`src/rtl/alu_dec_writeback_if.sv`:
```
// ALU-to-writeback bus: the ALU result bundle going in, plus busy and the
// registered carry returned to the ALU.
interface alu_dec_writeback_if;
    logic       alu_valid;
    logic [7:0] alu_out;
    logic [3:0] flags_in;     // {n,v,z,c}
    logic       half_carry;
    logic       dec_add;
    logic       dec_sub;
    logic [1:0] dest;         // 00 none, 01 A, 10 X, 11 Y
    logic [3:0] flag_mask;    // {n,v,z,c} bits of P to update
    logic       busy;
    logic       c_out;

    modport master (
        output alu_valid, alu_out, flags_in, half_carry,
        output dec_add, dec_sub, dest, flag_mask,
        input  busy, c_out
    );

    modport slave (
        input  alu_valid, alu_out, flags_in, half_carry,
        input  dec_add, dec_sub, dest, flag_mask,
        output busy, c_out
    );
endinterface

```
`src/rtl/alu_dec_writeback.sv`:
```
// ALU writeback stage: captures an ALU result, applies one cycle of NMOS-style
// BCD correction for decimal ADC/SBC, then writes A/X/Y and the masked NVZC flags.
module alu_dec_writeback #(
    parameter logic [3:0] RESET_P   = 4'b0000,
    parameter logic [7:0] RESET_REG = 8'h00
) (
    input  logic               clk,
    input  logic               reset_n,
    alu_dec_writeback_if.slave alu,
    output logic               wb_valid,
    output logic [7:0]         reg_a,
    output logic [7:0]         reg_x,
    output logic [7:0]         reg_y,
    output logic [3:0]         p_nvzc
);

    typedef enum logic [1:0] {
        IDLE = 2'd0,
        ADJ  = 2'd1,
        WB   = 2'd2
    } state_t;

    state_t state;
    state_t state_next;

    logic [7:0] cap_res;
    logic [3:0] cap_flags;
    logic       cap_hc;
    logic       cap_dec_add;
    logic       cap_dec_sub;
    logic [1:0] cap_dest;
    logic [3:0] cap_mask;

    logic       take;
    logic       is_dec;
    logic [3:0] lo_adj;
    logic [3:0] hi_adj;
    logic [7:0] adj_res;

    // Both decimal strobes at once is treated as a plain binary op.
    assign is_dec = alu.dec_add ^ alu.dec_sub;
    assign take   = (state == IDLE) && alu.alu_valid;

    assign alu.busy  = (state != IDLE);
    assign alu.c_out = p_nvzc[0];

    // NOTE: state registers use non-blocking assignments so every flop samples
    // the pre-edge values; blocking here would create order-dependent races.
    always_ff @(posedge clk or negedge reset_n) begin
        if (!reset_n) begin
            state <= IDLE;
        end else begin
            state <= state_next;
        end
    end

    // NOTE: every output of an always_comb gets a default first, so no path
    // leaves it unassigned and no latch is inferred.
    always_comb begin
        state_next = state;
        case (state)
            IDLE:    if (alu.alu_valid) state_next = is_dec ? ADJ : WB;
            ADJ:     state_next = WB;
            WB:      state_next = IDLE;
            default: state_next = IDLE;
        endcase
    end

    // Nibble-wise correction; each nibble wraps on its own, no inter-nibble carry.
    always_comb begin
        lo_adj = 4'h0;
        hi_adj = 4'h0;
        if (cap_dec_add) begin
            if (cap_hc)        lo_adj = 4'h6;
            if (cap_flags[0])  hi_adj = 4'h6;
        end else if (cap_dec_sub) begin
            if (!cap_hc)       lo_adj = 4'hA;
            if (!cap_flags[0]) hi_adj = 4'hA;
        end
        adj_res = {cap_res[7:4] + hi_adj, cap_res[3:0] + lo_adj};
    end

    always_ff @(posedge clk or negedge reset_n) begin
        if (!reset_n) begin
            cap_res     <= 8'h00;
            cap_flags   <= 4'h0;
            cap_hc      <= 1'b0;
            cap_dec_add <= 1'b0;
            cap_dec_sub <= 1'b0;
            cap_dest    <= 2'b00;
            cap_mask    <= 4'h0;
        end else if (take) begin
            cap_res     <= alu.alu_out;
            cap_flags   <= alu.flags_in;
            cap_hc      <= alu.half_carry;
            cap_dec_add <= alu.dec_add & ~alu.dec_sub;
            cap_dec_sub <= alu.dec_sub & ~alu.dec_add;
            cap_dest    <= alu.dest;
            cap_mask    <= alu.flag_mask;
        end else if (state == ADJ) begin
            // Flags are deliberately left as captured from the binary result.
            cap_res     <= adj_res;
        end
    end

    always_ff @(posedge clk or negedge reset_n) begin
        if (!reset_n) begin
            reg_a    <= RESET_REG;
            reg_x    <= RESET_REG;
            reg_y    <= RESET_REG;
            p_nvzc   <= RESET_P;
            wb_valid <= 1'b0;
        end else begin
            wb_valid <= (state == WB);
            if (state == WB) begin
                case (cap_dest)
                    2'b01:   reg_a <= cap_res;
                    2'b10:   reg_x <= cap_res;
                    2'b11:   reg_y <= cap_res;
                    default: ;
                endcase
                p_nvzc <= (p_nvzc & ~cap_mask) | (cap_flags & cap_mask);
            end
        end
    end

endmodule

```
`src/flat_wrapper.sv`:
```
// flat-port wrapper written by rule: the top's interface ports become plain ports
module alu_dec_writeback_flat 
#(
    parameter logic [3:0] RESET_P   = 4'b0000,
    parameter logic [7:0] RESET_REG = 8'h00
)
  (clk, reset_n, wb_valid, reg_a, reg_x, reg_y, p_nvzc, alu_alu_valid, alu_alu_out, alu_flags_in, alu_half_carry, alu_dec_add, alu_dec_sub, alu_dest, alu_flag_mask, alu_busy, alu_c_out);
  alu_dec_writeback_if alu_i ();
  input  logic clk;
  input  logic reset_n;
  output logic wb_valid;
  output logic [7:0] reg_a;
  output logic [7:0] reg_x;
  output logic [7:0] reg_y;
  output logic [3:0] p_nvzc;
  input wire logic [$bits(alu_i.alu_valid)-1:0] alu_alu_valid;
  input wire logic [$bits(alu_i.alu_out)-1:0] alu_alu_out;
  input wire logic [$bits(alu_i.flags_in)-1:0] alu_flags_in;
  input wire logic [$bits(alu_i.half_carry)-1:0] alu_half_carry;
  input wire logic [$bits(alu_i.dec_add)-1:0] alu_dec_add;
  input wire logic [$bits(alu_i.dec_sub)-1:0] alu_dec_sub;
  input wire logic [$bits(alu_i.dest)-1:0] alu_dest;
  input wire logic [$bits(alu_i.flag_mask)-1:0] alu_flag_mask;
  output wire logic [$bits(alu_i.busy)-1:0] alu_busy;
  output wire logic [$bits(alu_i.c_out)-1:0] alu_c_out;
  assign alu_i.alu_valid = alu_alu_valid;
  assign alu_i.alu_out = alu_alu_out;
  assign alu_i.flags_in = alu_flags_in;
  assign alu_i.half_carry = alu_half_carry;
  assign alu_i.dec_add = alu_dec_add;
  assign alu_i.dec_sub = alu_dec_sub;
  assign alu_i.dest = alu_dest;
  assign alu_i.flag_mask = alu_flag_mask;
  assign alu_busy = alu_i.busy;
  assign alu_c_out = alu_i.c_out;
  alu_dec_writeback #(.RESET_P(RESET_P), .RESET_REG(RESET_REG)) u_core (.clk(clk), .reset_n(reset_n), .alu(alu_i), .wb_valid(wb_valid), .reg_a(reg_a), .reg_x(reg_x), .reg_y(reg_y), .p_nvzc(p_nvzc));
endmodule
```
`config.mk`:
```
export PLATFORM = sky130hd
export DESIGN_NAME = alu_dec_writeback_flat
export DESIGN_NICKNAME = d
export VERILOG_FILES = /design/src/rtl/alu_dec_writeback_if.sv /design/src/rtl/alu_dec_writeback.sv /design/src/flat_wrapper.sv
export SDC_FILE = /design/constraint.sdc
export NUM_CORES = 1
export LEC_CHECK = 0
export CORE_UTILIZATION = 45
export DETAILED_ROUTE_END_ITERATION = 7
export PLACE_DENSITY = 0.74
export SYNTH_ARGS = -nofsm -noshare
export SYNTH_HDL_FRONTEND = slang
export SYNTH_SLANG_ARGS = --single-unit
```
`constraint.sdc`:
```
create_clock -name clk -period 5 [get_ports clk]
set_input_delay 0.5 -clock clk [delete_from_list [all_inputs] [get_ports clk]]
set_output_delay 0.5 -clock clk [all_outputs]
set_load 0.01 [all_outputs]
```
==> impl_metrics.tcl <==
set metrics [dict create \
    area_growth_pct 28.34 \
    hold_ws_ns 0.4190 \
    outcome "complete, no violations" \
    vias 1423 \
    path_buf_inv 1 \
    cts_buffer_depth 2 \
    worstMarginPinSlew_ns 1.103 \
    post-dp-hpwl_mm 2.893 \
    p_int_mw 1.047 \
    synth_ff_type "dfrtp_1" \
    cts_setup_buffers 0 \
    hold_viol 0 \
    clock-root-buffer "clkbuf_8" \
    netlist-cell-type-count 28 \
    netSwitchingFraction_pct 29.72 \
    path_cells "or2_2 -> clkdlybuf4s50_1" \
    finalWirelength_mm 3.926 \
    drtIter0Drc 89 \
    fmax_mhz 460.2 \
    async_flop_share_pct 100.0 \
    cts_tree "done" \
    dr.pass1.iters 4 \
    diodes 0 \
    pin_count 55 \
    cts.sinks 52 \
    path_clk_slew_ns 0.08 \
    crit_fanout 13 \
    antenna_found_initial 0 \
    numCtsBuffers 5 \
    cp.required_ns 4.50 \
    p_leak_nw 1.237 \
    p_comb_share_pct 38.9 \
    synthAdderAreaFrac_pct 3.993 \
    synth-xor-area-share_pct 0.7765 \
    die_w_microns 72.81 \
    n_fill_cell 392 \
    synth-warning-count 0 \
    power_mw 1.490 \
    setup_violations 0 \
    cpPeakStageDelay_ns 0.54 \
    cts_resized 0 \
    syn_area_per_cell_sq_um 13.35 \
    critPathLaunchType "flip-flop" \
    relSlewSlack_pct 26.43 \
    rsz0062_at_grt "false" \
    ys_seq_area_share_pct 57.68 \
    worstPathArrival_ns 1.67 \
    synth_edf_count 0 \
    power.density_mw_per_mm2 514.8 \
    synth_compound_area_share_pct 5.657 \
    fp-row-count 25 \
    die_h_microns 72.81 \
    synth_top_family_by_area "multiplexers" \
    yosys.area_share.simple_pct 8.042 \
    initial_core_util_pct 47.14 \
    avgRoutedWirePerCell_microns 13.54 \
    clk_latency_ns 0.29 \
    grt_pass1_wl_mm 6.900 \
    finalSetupTns_ns 0 \
    synthTopCellsByCount "dfrtp_1 (52), mux2_2 (37), nand2_1 (13)" \
    grt_overflow 0 \
    clkPwrFrac_pct 14.4 \
    yosysTopAreaCell "dfrtp_1" \
    muxShareOfSynthArea_pct 19.80 \
    nNetsFinal 253 \
    synth_top_cell_area_share_pct 57.68 \
    ir_worst_vdd_mv 0.2754 \
    syn_inst 169 \
    cp-end-kind "output pin" \
    ys_ff_latch 52 \
    skew_ns 0.003077 \
    cp_slowest_cell "dfrtp_1" \
    ant_nets 0 \
    holdBufCountCts 0 \
    syn_nets 199 \
    hold_path.class "primary input to asynchronous set/reset pin" \
    port_buffers 54 \
    die_area_sq_mm 0.005301 \
    vias_per_cell 4.907 \
    grt_pass1_vias 1440 \
    slew_violations 0 \
    multi_input_area_sq_um 863.3 \
    post-route-period-util_pct 43.46 \
    synth_area_leaders "dfrtp_1 (58%), mux2_2 (18%), ha_1 (2.2%), o21ai_0 (2.2%), nand2_1 (2.2%)" \
    fin_crit_ns 2.173 \
    groute.usage.overall_pct 17.29 \
    drv_cap 0 \
    route.detailed.drc 0 \
    register_area_sq_mm 0.001301 \
    yosysMostFrequentCell "dfrtp_1" \
    htreeDepth 2 \
    globalplace.congestion 0.7958 \
    coreArea_sq_mm 0.004786 \
    p_seq_share_pct 46.7 \
    grt_max_degree 53 \
    synth_area_sq_mm 0.002256 \
    critPathKind "flip-flop to output pin" \
    cp_top_family "flip-flops" \
    drive_above_1_share_pct 23.32 \
    p_sw_uw 443.0 \
]
[logic make-up after synthesis]
| family | count (synthesis) |
|---|---|
| adders and majority gates | 6 |
| xor gates and xnor gates | 2 |
| and+or+nand+nor | 33 |
| buffers and inverters | 16 |
| muxes | 39 |
| AOI/OAI and AO/OA | 21 |
| DFF | 52 |
[worst paths after layout]
| kind | start | end | slack (ns) | depth (start not counted) |
|---|---|---|---|---|
| max | u_core.state[1] | alu_busy | 2.83 | 2 |
| min reg2reg | u_core.reg_y[6] | u_core.reg_y[6] | 0.48 | 2 |
| min | reset_n | u_core.reg_y[6] | 0.42 | 1 |
| max in group asynchronous | reset_n | u_core.cap_dec_add | 3.91 | 1 |
| max reg2reg | u_core.cap_dec_add | u_core.cap_res[3] | 3.07 | 8 |
| min in group clk | u_core.reg_y[6] | u_core.reg_y[6] | 0.48 | 2 |
[area by class of cell]
class | instances | share of cell area, %
Clock buffer | 6 | 2.506
Clock inverter | 1 | 0.1729
Inverter | 9 | 1.167
Multi-Input combinational cell | 101 | 29.82
Sequential cell | 52 | 44.94
Tap cell | 67 | 2.895
Timing Repair Buffer | 54 | 18.50
[state kept, by name, indices dropped and copies added (netlist names), named ones only]
| name | cells |
|---|---|
| u_core.cap_dest | 2 |
| u_core.cap_mask | 4 |
| u_core.cap_dec_add | 1 |
| u_core.wb_valid | 1 |
| u_core.reg_x | 8 |
| u_core.cap_flags | 4 |
| u_core.reg_a | 8 |
| u_core.state | 2 |
| u_core.cap_dec_sub | 1 |
| u_core.cap_res | 8 |
| u_core.reg_y | 8 |
| u_core.cap_hc | 1 |
[placed cells by master (no fill, tap or decap), drive strengths merged, types with 3 or more instances in the layout]
master         count
a21oi              3
clkbuf             6
clkdlybuf4s50     53
dfrtp             52
ha                 4
inv                9
mux2              39
nand2             13
nor2               9
o21ai             10
[through the flow]
step                area, sq um  cells  setup slack, ns  util [%]
finish                     2895    290            2.827     60.50
global route               2895    290            2.747     60.50
CTS                        2895    290            2.820     60.50
detailed placement         2818    283            2.846     58.88
global placement           2818    283            2.896     58.88
floorplan                  2256    169            3.232         -
[metal layers]
metal / vias to the layer above / part of all wire [%] / global-route usage [%]
met3: 2 / 5.5 / 5.110
li1: 680 / - / -
met5: - / 0 / 0
met1: 695 / 46 / 23.92
met4: 0 / 0.20 / 3.268
met2: 46 / 48 / 27.41
[power groups by stage]
stage               clock network (mW)  logic [mW]  registers (mW)
floorplan                            0       0.244           0.732
global placement                     0       0.573           0.703
detailed placement                   0       0.586           0.707
CTS                              0.223       0.587           0.699
global route                     0.244       0.633           0.724
finish                           0.215       0.579           0.696
[worst register-to-register path, cell delays in order, from the launching register on]
cell and delay, ns:
dfrtp_1 0.43, nand2b_1 0.18, o21ai_0 0.16, ha_1 0.16, inv_1 0.05, fa_1 0.37, xnor2_1 0.22, a31oi_1 0.11
a2bb2oi_1 0.15
No activity file was read; power rests on OpenSTA's default activity.
